File: src/rtl/overdrive_pkg.sv
// overdrive_pkg: shared types and default constants for the overdrive engine.
// Optional build macro OVERDRIVE_SOFT_CLIP_EN (used by overdrive_clip) selects
// a soft-knee clipper in place of the hard clipper.
package overdrive_pkg;

   localparam int DATA_W_DEF = 16;
   localparam int GAIN_W_DEF = 2;
   localparam int NUM_CH_DEF = 2;

   typedef enum logic [1:0] {
      IDLE = 2'd0,
      MUL  = 2'd1,
      CLIP = 2'd2,
      FIN  = 2'd3
   } state_t;

   // Channel counter width; a single-channel build still needs one bit.
   function automatic int ch_width(input int n);
      return (n > 1) ? $clog2(n) : 1;
   endfunction

endpackage

File: src/rtl/overdrive_clip.sv
// overdrive_clip: combinational clipper shared by all channels.
// Default build: hard clip to +/-T.
// With OVERDRIVE_SOFT_CLIP_EN defined: soft knee above +/-T (half slope),
// followed by symmetric saturation to +/-(2^(DATA_W-1)-1).
module overdrive_clip
   import overdrive_pkg::*;
#(
   parameter int DATA_W = DATA_W_DEF,
   parameter int GAIN_W = GAIN_W_DEF
)(
   input  logic signed [DATA_W+GAIN_W:0] prod,
   input  logic        [DATA_W-2:0]      thresh,
   output logic signed [DATA_W-1:0]      clipped
);

   localparam int PROD_W = DATA_W + GAIN_W + 1;

`ifdef OVERDRIVE_SOFT_CLIP_EN
   // One extra bit so prod-T and prod+T can never wrap.
   localparam int EXT_W = PROD_W + 1;
   localparam logic signed [EXT_W-1:0]  MAX_E = {{(EXT_W-DATA_W+1){1'b0}}, {(DATA_W-1){1'b1}}};
   localparam logic signed [DATA_W-1:0] MAX_D = {1'b0, {(DATA_W-1){1'b1}}};

   logic signed [EXT_W-1:0] prod_e;
   logic signed [EXT_W-1:0] t_pos;
   logic signed [EXT_W-1:0] t_neg;
   logic signed [EXT_W-1:0] knee;

   assign prod_e = {prod[PROD_W-1], prod};
   assign t_pos  = {{(EXT_W-DATA_W+1){1'b0}}, thresh};
   assign t_neg  = -t_pos;

   // Soft knee, then saturate symmetrically so the most negative code never appears.
   always_comb begin
      knee = prod_e;
      if (prod_e > t_pos)
         knee = t_pos + ((prod_e - t_pos) >>> 1);
      else if (prod_e < t_neg)
         knee = t_neg + ((prod_e - t_neg) >>> 1);
      clipped = knee[DATA_W-1:0];
      if (knee > MAX_E)
         clipped = MAX_D;
      else if (knee < -MAX_E)
         clipped = -MAX_D;
   end
`else
   logic signed [PROD_W-1:0] t_pos;
   logic signed [PROD_W-1:0] t_neg;
   logic signed [DATA_W-1:0] t_d;

   assign t_pos = {{(PROD_W-DATA_W+1){1'b0}}, thresh};
   assign t_neg = -t_pos;
   assign t_d   = {1'b0, thresh};

   // Hard clip to +/-T; the in-range case always fits in DATA_W.
   always_comb begin
      clipped = prod[DATA_W-1:0];
      if (prod > t_pos)
         clipped = t_d;
      else if (prod < t_neg)
         clipped = -t_d;
   end
`endif

endmodule

File: src/rtl/overdrive_engine.sv
// overdrive_engine: per-frame gain-and-clip engine. One START latches a frame,
// then each channel takes a MUL cycle and a CLIP cycle; FIN pulses DONE.
// Clip style is selected at build time by OVERDRIVE_SOFT_CLIP_EN (see overdrive_clip).
module overdrive_engine
   import overdrive_pkg::*;
#(
   parameter int DATA_W = DATA_W_DEF,
   parameter int GAIN_W = GAIN_W_DEF,
   parameter int NUM_CH = NUM_CH_DEF
)(
   input  logic                     CLK,
   input  logic                     RESET_N,
   input  logic                     START,
   input  logic [GAIN_W-1:0]        gain,
   input  logic [DATA_W-2:0]        thresh,
   input  logic [NUM_CH*DATA_W-1:0] input_frame,
   output logic [NUM_CH*DATA_W-1:0] output_frame,
   output logic                     BUSY,
   output logic                     DONE
);

   localparam int PROD_W = DATA_W + GAIN_W + 1;
   localparam int CH_W   = ch_width(NUM_CH);
   localparam logic [CH_W-1:0] LAST_CH = CH_W'(NUM_CH - 1);

   state_t                   state_reg, state_next;
   logic [CH_W-1:0]          ch_reg;
   logic [NUM_CH*DATA_W-1:0] frame_reg;
   logic [GAIN_W-1:0]        gain_reg;
   logic [DATA_W-2:0]        thresh_reg;
   logic signed [PROD_W-1:0] prod_reg, prod_next;
   logic signed [DATA_W-1:0] sample_arr [NUM_CH];
   logic signed [DATA_W-1:0] out_arr    [NUM_CH];
   logic signed [DATA_W-1:0] sample_sel;
   logic signed [DATA_W-1:0] clip_out;
   logic signed [PROD_W-1:0] sample_ext;
   logic signed [PROD_W-1:0] gain_ext;
   logic [GAIN_W:0]          gain_p1;

   genvar gi;
   generate
      for (gi = 0; gi < NUM_CH; gi++) begin : g_ch
         assign sample_arr[gi] = frame_reg[gi*DATA_W +: DATA_W];
         assign output_frame[gi*DATA_W +: DATA_W] = out_arr[gi];
      end
   endgenerate

   // Full-width signed product; multiplier gain+1 is zero-extended so it stays positive.
   assign sample_sel = sample_arr[ch_reg];
   assign sample_ext = sample_sel;
   assign gain_p1    = {1'b0, gain_reg} + {{GAIN_W{1'b0}}, 1'b1};
   assign gain_ext   = {{(PROD_W-GAIN_W-1){1'b0}}, gain_p1};
   assign prod_next  = sample_ext * gain_ext;

   overdrive_clip #(
      .DATA_W (DATA_W),
      .GAIN_W (GAIN_W)
   ) u_clip (
      .prod    (prod_reg),
      .thresh  (thresh_reg),
      .clipped (clip_out)
   );

   // State register.
   always_ff @(posedge CLK or negedge RESET_N) begin
      if (!RESET_N)
         state_reg <= IDLE;
      else
         state_reg <= state_next;
   end

   // Next-state and status outputs.
   always_comb begin
      state_next = state_reg;
      BUSY       = 1'b1;
      DONE       = 1'b0;
      case (state_reg)
         IDLE: begin
            BUSY = 1'b0;
            if (START)
               state_next = MUL;
         end
         MUL:  state_next = CLIP;
         CLIP: state_next = (ch_reg == LAST_CH) ? FIN : MUL;
         FIN: begin
            DONE       = 1'b1;
            state_next = IDLE;
         end
         default: state_next = IDLE;
      endcase
   end

   // Frame capture, channel counter, product register and output writes.
   always_ff @(posedge CLK or negedge RESET_N) begin
      if (!RESET_N) begin
         ch_reg     <= '0;
         frame_reg  <= '0;
         gain_reg   <= '0;
         thresh_reg <= '0;
         prod_reg   <= '0;
         for (int i = 0; i < NUM_CH; i++)
            out_arr[i] <= '0;
      end else begin
         case (state_reg)
            IDLE: begin
               if (START) begin
                  frame_reg  <= input_frame;
                  gain_reg   <= gain;
                  thresh_reg <= thresh;
                  ch_reg     <= '0;
               end
            end
            MUL: prod_reg <= prod_next;
            CLIP: begin
               out_arr[ch_reg] <= clip_out;
               if (ch_reg != LAST_CH)
                  ch_reg <= ch_reg + CH_W'(1);
            end
            default: ;
         endcase
      end
   end

endmodule
File: config.mk
export PLATFORM = sky130hd
export DESIGN_NAME = overdrive_engine
export DESIGN_NICKNAME = d
export VERILOG_FILES = /design/src/rtl/overdrive_pkg.sv /design/src/rtl/overdrive_clip.sv /design/src/rtl/overdrive_engine.sv
export SDC_FILE = /design/constraint.sdc
export NUM_CORES = 1
export LEC_CHECK = 0
export ABC_AREA = 1
export CAP_MARGIN = 25
export CORE_ASPECT_RATIO = 0.75
export CORE_MARGIN = 3
export CORE_UTILIZATION = 67
export CTS_BUF_LIST = sky130_fd_sc_hd__clkbuf_4
export CTS_CLUSTER_DIAMETER = 40
export DETAILED_ROUTE_END_ITERATION = 10
export DONT_BUFFER_PORTS = 1
export PLACE_DENSITY = 0.9
export SLEW_MARGIN = 20
export SYNTH_ARGS = -nofsm -noshare
export SYNTH_HDL_FRONTEND = slang
export SYNTH_SLANG_ARGS = --single-unit
File: constraint.sdc
create_clock -name CLK -period 4.6 [get_ports CLK]
set_clock_uncertainty 0.05 [all_clocks]
set_input_delay 0.46 -clock CLK [delete_from_list [all_inputs] [get_ports CLK]]
set_output_delay 0.46 -clock CLK [all_outputs]
set_load 0.02 [all_outputs]
==> PnR_summary.wiki <==
{| class="wikitable"
! Metric !! Value
|-
| Result of the run || completed
|-
| Maximum number of pins on one net before global-route repair || 104
|-
| Number of antenna violations at the first check in global routing || 0
|-
| Top-Level Pins || 86
|-
| Number of flip-flops and latches in the synthesized netlist || 103
|-
| Initial cell density of the core || 70.4%
|-
| Worst setup path category || flip-flop to flip-flop
|-
| Number of inserted filler cells in the final layout || 829
|-
| Total setup violations reported at the end of the flow || 0
|-
| Leakage Power || 0.00426 uW
|-
| Largest stage delay on the critical path || 0.99 ns
|-
| Most frequently used flop master after synthesis || sky130_fd_sc_hd__dfrtp_1
|-
| H-tree Lvls || 3
|-
| Remaining Overflow, GRT || 0
|-
| Post-route setup slack || 0.299 ns
|-
| Library cell contributing the largest single delay on the critical path || sky130_fd_sc_hd__dfrtp_1
|-
| Number of instances in the synthesized netlist || 992
|-
| Dpl cell area || 7430 um2
|-
| Hold crit path type || input pin to flip-flop
|-
| Input/output buffers || 0
|-
| Number of routed nets with antenna violations || 0
|-
| Sequential-to-total area share from yosys stat || 34.8%
|-
| Number of placement rows || 32
|-
| Root Buffer Master || sky130_fd_sc_hd__clkbuf_4
|-
| Per-cell routed wire length || 15.9 um
|-
| Kind of start point of the critical path || flip-flop
|-
| Detailed-route via count || 6632
|-
| Most frequent standard cell in the layout excluding fill and tap cells || sky130_fd_sc_hd__nand2_1
|-
| Horizontal die dimension || 127 um
|-
| Ordered cell list for the critical path || mux2i_1, nor2_1, ha_1, fa_1, inv_1, fa_1, inv_1, nand3_1, nand2_1, a21oi_1, o21ai_1, nand3_1, a21o_1, nand3_1, nand2_1
|-
| Clock Sink Count || 103
|-
| Post-Syn Area || 7410 um2
|-
| Clock input transition at the sequential cells of the worst setup and hold paths || 0.19 ns
|-
| Average size of a mapped cell || 7.47 um2
|-
| Setup total negative slack || 0 ns
|-
| Area enclosed by the die boundary || 12400 um2
|-
| Final number of hold-violating endpoints || 0
|-
| VDD IR-drop max || 518 uV
|-
| Global-route wire length before repair || 30600 um
|-
| Share of flip-flops with an asynchronous set or reset after synthesis || 100%
|-
| EDFF count, synth || 0
|-
| Half-perimeter wire length after placement || 13700 um
|-
| Detailed-route DRC error count || 0
|-
| Number of unique standard cell types used by synthesis || 36
|-
| Core outline area || 10500 um2
|-
| Ratio of cells with drive above 1 in the final layout || 4.86%
|-
| Area added between synthesis and finish || 3.83%
|-
| Via count of the first global-routing pass || 6396
|-
| WL final || 17900 um
|-
| Worst-case clock buffer depth || 2
|-
| Pre-antenna DRT Iters || 5
|-
| TritonCTS buffer count || 9
|-
| Transition time of the tightest slew-check pin || 0.931 ns
|-
| Number of warnings printed during yosys synthesis || 0
|-
| Most frequent CP cell || sky130_fd_sc_hd__nand3_1
|-
| TritonCTS clock tree || done
|-
| Final period util || 93.5%
|-
| Commonest cells after routing, fill and taps aside || sky130_fd_sc_hd__nand2_1, sky130_fd_sc_hd__inv_1, sky130_fd_sc_hd__dfrtp_1, sky130_fd_sc_hd__nand3_1
|-
| Crit path capture type || flip-flop
|-
| Layout net count || 1119
|-
| Post-layout minimum cycle time || 4.30 ns
|-
| Final worst hold slack || 0.0177 ns
|-
| Worst slack after detailed placement || 0.429 ns
|-
| Required time worst endpoint || 4.94 ns
|-
| Number of antenna cells inserted || 0
|-
| Max-slew headroom at the worst pin || 37.9%
|-
| Number of max-cap violations || 0
|-
| Insertion delay of the later-clocked pin in the worst-skew pair || 0.49 ns
|-
| Mean number of vias per cell || 5.91
|-
| Post-CTS repair timing setup buffer count || 0
|-
| Final Slew Violations || 0
|-
| Combined global-route utilization of all metal layers || 30.3%
|-
| Arrival time of data at the critical path endpoint || 4.64 ns
|-
| FMAX || 232 MHz
|-
| Die span in y || 97.1 um
|-
| RSZ-0062 raised after global routing || false
|-
| Power per cell area || 815 nW/um2
|-
| Post-route cell area || 7690 um2
|-
| Nets in the synthesized netlist || 1129
|-
| Biggest fanout along the worst timing path || 18
|-
| RD Place Congestion || 0.973
|-
| Number of DRC markers after the initial detailed-route iteration || 603
|}
[area by class of cell]
class	instances	area, um2	share of cell area [%]
clock buffer	9	67.6	0.878
clock inverter	7	76.3	0.992
inverter	124	465	6.05
multi-input combinational	734	4210	54.7
sequential	103	2580	33.5
tap	136	170	2.21
timing repair buffer	10	125	1.63
[critical path: cells and delay by family (launching register included)]
family,cells,cell delay (ns)
AND/OR/NAND/NOR,6,0.57
buffers and inverters,2,0.20
multiplexers,1,0.38
AO/OA/AOI/OAI,3,0.68
flip-flops,1,0.99
adder cells (fa/ha/maj),3,1.34
[report_power, final]
| part | switching (uW) | internal [uW] | total (uW) | leakage [uW] |
|---|---|---|---|---|
| combinational | 2540 | 1390 | 3930 | 0.00289 |
| sequential | 534 | 1320 | 1860 | 0.00129 |
| clock | 351 | 129 | 480 | 0.0000775 |
| total | 3420 | 2840 | 6270 | 0.00426 |
[worst paths after layout]
| path | from | endpoint | slack [ns] | depth (start not counted) |
|---|---|---|---|---|
| max in group asynchronous | RESET_N | output_frame[25] | 3.58 | 2 |
| min reg2reg | frame_reg[17] | frame_reg[17] | 0.45 | 2 |
| max reg2reg | ch_reg | prod_reg[18] | 0.30 | 15 |
| min | input_frame[9] | frame_reg[9] | 0.02 | 2 |
| max | ch_reg | prod_reg[18] | 0.30 | 15 |
| min in group asynchronous | RESET_N | frame_reg[9] | 0.45 | 2 |
[kinds of logic (layout without fill, tap and decap cells)]
kind of cell	Yosys count	after routing	share of synthesized area, %
buf+inv	155	150	8.38
flops	103	103	34.8
simple gates	542	542	31.5
compound gates	78	78	5.66
mux	15	15	2.03
fa+ha+maj	85	85	16.0
xor+xnor	14	14	1.66
[through the flow]
stage / instances / total power [uW] / util (%)
2_1_floorplan: 992 / 4790 / -
3_3_place_gp: 1098 / 5470 / 70.6
3_5_place_dp: 1098 / 5680 / 70.6
4_1_cts: 1116 / 6190 / 72.3
5_1_grt: 1123 / 6960 / 73.1
6_report: 1123 / 6270 / 73.1
[routing by layer]
metal	wire length [um]	GRT usage (%)	vias up
li1	-	-	3157
met1	8170	45.1	3134
met2	7860	44.2	307
met3	1600	7.91	34
met4	259	7.58	0
met5	0	0	-
[Yosys cell counts (all sizes together) (15+ instances only)]
library cell	number	share of area, %
a21oi	28	1.9
clkbuf	19	0.96
dfrtp	103	35
fa	16	4.3
ha	69	12
inv	122	6.2
mux2i	15	2.0
nand2	315	16
nand3	106	7.5
nand4	20	1.7
nor2	75	4.0
o21ai	37	2.5
[what timing repair did]
action / 4_1_cts / 5_1_grt
endpoints found under the setup margin: 0 / 0
hold endpoints to repair: 103 / 6
hold buffers: 2 / 6
gates resized for setup: 0 / 0
Note: power is estimated with default switching activity, not from simulation.
==> RTL change: new RTL, same flow settings <==
Encoding of `state_t`: now one-hot (4 bits for 4 states).
--- a/src/rtl/overdrive_pkg.sv
+++ b/src/rtl/overdrive_pkg.sv
@@ -8,9 +8,9 @@
    localparam int NUM_CH_DEF = 2;
 
-   typedef enum logic [1:0] {
-      IDLE = 2'd0,
-      MUL  = 2'd1,
-      CLIP = 2'd2,
-      FIN  = 2'd3
+   typedef enum logic [3:0] {
+      IDLE = 4'b0001,
+      MUL  = 4'b0010,
+      CLIP = 4'b0100,
+      FIN  = 4'b1000
    } state_t;
 
Function: same outputs for any inputs over 4 cycles, from zero or initial values and one cycle with RESET_N low; so few cycles prove little.
==> RTL change against the unedited design <==
- sequential cell count is 2 higher
- worst setup slack better by 0.088 ns
- combinational power is 3% lower
- area after synthesis fell by 0.14%
- routed wire length up 0.63%
- sequential share of layout area is 0.86 points higher
- synthesized cell count up 1.7%
- fmax rose by 2.1%
- total power down 4.0%
- cell area shrank 0.50%
- worst hold slack improved by 0.0055 ns
==> RTL change: results (changes against the unedited design) <==
| Metric | Value |
|---|---|
| # fillers | 823 (-0.72%) |
| Worst-skew pair later-pin latency | 0.49 ns (about the same) |
| Outcome | completed |
| Mux share of post-synthesis cell area | 0% (-2.0 points) |
| Crit end category | flop |
| Vias in the first global route | 6375 (-0.33%) |
| Comb_multi_in | 730 (-0.54%) |
| Most common library cells after synthesis | nand2_1, inv_1, dfrtp_1 |
| Dpl hpwl | 13.8 mm (+1.1%) |
| Gr usage total | 30.5% (+0.19 points) |
| Vias/cell | 5.86 (-0.85%) |
| Ys flop type | dfrtp_1 |
| Area contributors post-synth | dfrtp_1, nand2_1, ha_1, nand3_1, inv_1 |
| Worst vdd ir | 0.000549 V (+6.0%) |
| Num Clock Sinks | 105 (+1.9%) |
| DRT iter0 DRCs | 751 (+25%) |
| Synth Area in XOR/XNOR | 1.66% (+0.0022 points) |
| Htree depth | 3 (unchanged) |
| Synth Area in Compound Gates | 8.27% (+2.6 points) |
| Wire length on met1 | 8.24 mm (+0.84%) |
| Clock Buffer Count | 10 (+1) |
| Reg area | 2630 um2 (+2.0%) |
| Adder-Cell Fraction of Synth Area | 16.0% (+0.022 points) |
| Met3 GRT Util | 6.46% (-1.5 points) |
| Async set or reset register ratio after synthesis | 100% (unchanged) |
| Layout cells sized above 1 | 4.59% (-0.28 points) |
| Largest net degree at the start of global routing | 106 (+1.9%) |
| GR Util met2 | 45.0% (+0.77 points) |
| Worst Path Arrival | 4.54 ns (-0.10 ns) |
| Layout clock area frac | 1.65% (-0.22 points) |
| Data buffer area share | 1.21% (-0.42 points) |
| Plain + repair buffers | 9 (-1) |
| Met1 Track Usage GR | 46.4% (+1.3 points) |
| I/O Buffers | 0 (unchanged) |
| Area taken by multi-input logic gates | 4100 um2 (-2.7%) |
| Post-Layout Cell Count | 1139 (+1.4%) |
| Met2 Wirelength | 7.85 mm (about the same) |
| Sequential share of the synthesized area | 35.5% (+0.74 points) |
| Sequential cell area share | 34.4% (+0.86 points) |
| Placed cell area | 7480 um2 (+0.61%) |
| Leak | 0.00416 uW (-2.3%) |
| CP Max Fanout | 17 (-1) |
| Slew @ Worst Pin | 0.926 ns (-0.00503 ns) |
| Yosys cell types | 31 (-14%) |
| Gpl congestion | 1.00 (+3.0%) |
| Int Pwr | 2750 uW (-3.3%) |
| Dpl ws | 0.395 ns (-0.0340 ns) |
| Clock Path Buffers | 2 (unchanged) |
| Routed length per instance | 15.8 um (-0.78%) |
| Syn avg cell area | 7.33 um2 (-1.8%) |
| Met3 WL | 1.73 mm (+7.7%) |
| Logic inverters | 143 (+15%) |
| Post-synth EDFFs | 0 (unchanged) |
| First-pass GRT wire length | 30.5 mm (about the same) |
==> RTL change: repair_timing <==
| item | in CTS | in global routing |
|---|---|---|
| endpoints found under the setup margin | 0 | 2 |
| hold buffers | 3 | 0 |
| buffers inserted | 0 | 0 |
| endpoints found under the hold margin | 106 | 0 |
| gates resized for setup | 0 | 1 |
==> RTL change: power by group through the flow <==
stage          sequential, uW  combinational [uW]  clock (uW)
2_1_floorplan            1630                2920           0
3_3_place_gp             1730                3550           0
3_5_place_dp             1730                3720           0
4_1_cts                  1720                3760         469
5_1_grt                  1770                4420         502
6_report                 1730                3820         465
==> RTL change: critical path, stage by stage (launching register included) <==
cell,delay (ns)
dfrtp_2,0.55
ha_1,0.34
inv_1,0.38
nor2_1,0.11
ha_1,0.33
fa_1,0.58
inv_1,0.07
fa_1,0.46
inv_1,0.08
nand3_1,0.06
nand2_1,0.11
a21oi_1,0.13
o21ai_0,0.39
nand3_1,0.16
a21o_1,0.19
nand3_1,0.06
nand2_1,0.06
==> RTL change: path summary, 6_finish.rpt <==
kind / depth (start not counted) / endpoint / slack [ns] / start
setup / recovery: 16 / prod_reg[18]$_DFFE_PN0N_ / 0.39 / gain_reg[0]$_DFFE_PN0P_
hold / removal: 2 / frame_reg[12]$_DFFE_PN0P_ / 0.02 / input_frame[12]
setup reg to reg: 16 / prod_reg[18]$_DFFE_PN0N_ / 0.39 / gain_reg[0]$_DFFE_PN0P_
hold reg to reg: 2 / frame_reg[13]$_DFFE_PN0P_ / 0.44 / frame_reg[13]$_DFFE_PN0P_
max in group asynchronous: 2 / prod_reg[16]$_DFFE_PN0N_ / 3.47 / RESET_N
min in group asynchronous: 2 / prod_reg[3]$_DFFE_PN0N_ / 0.52 / RESET_N
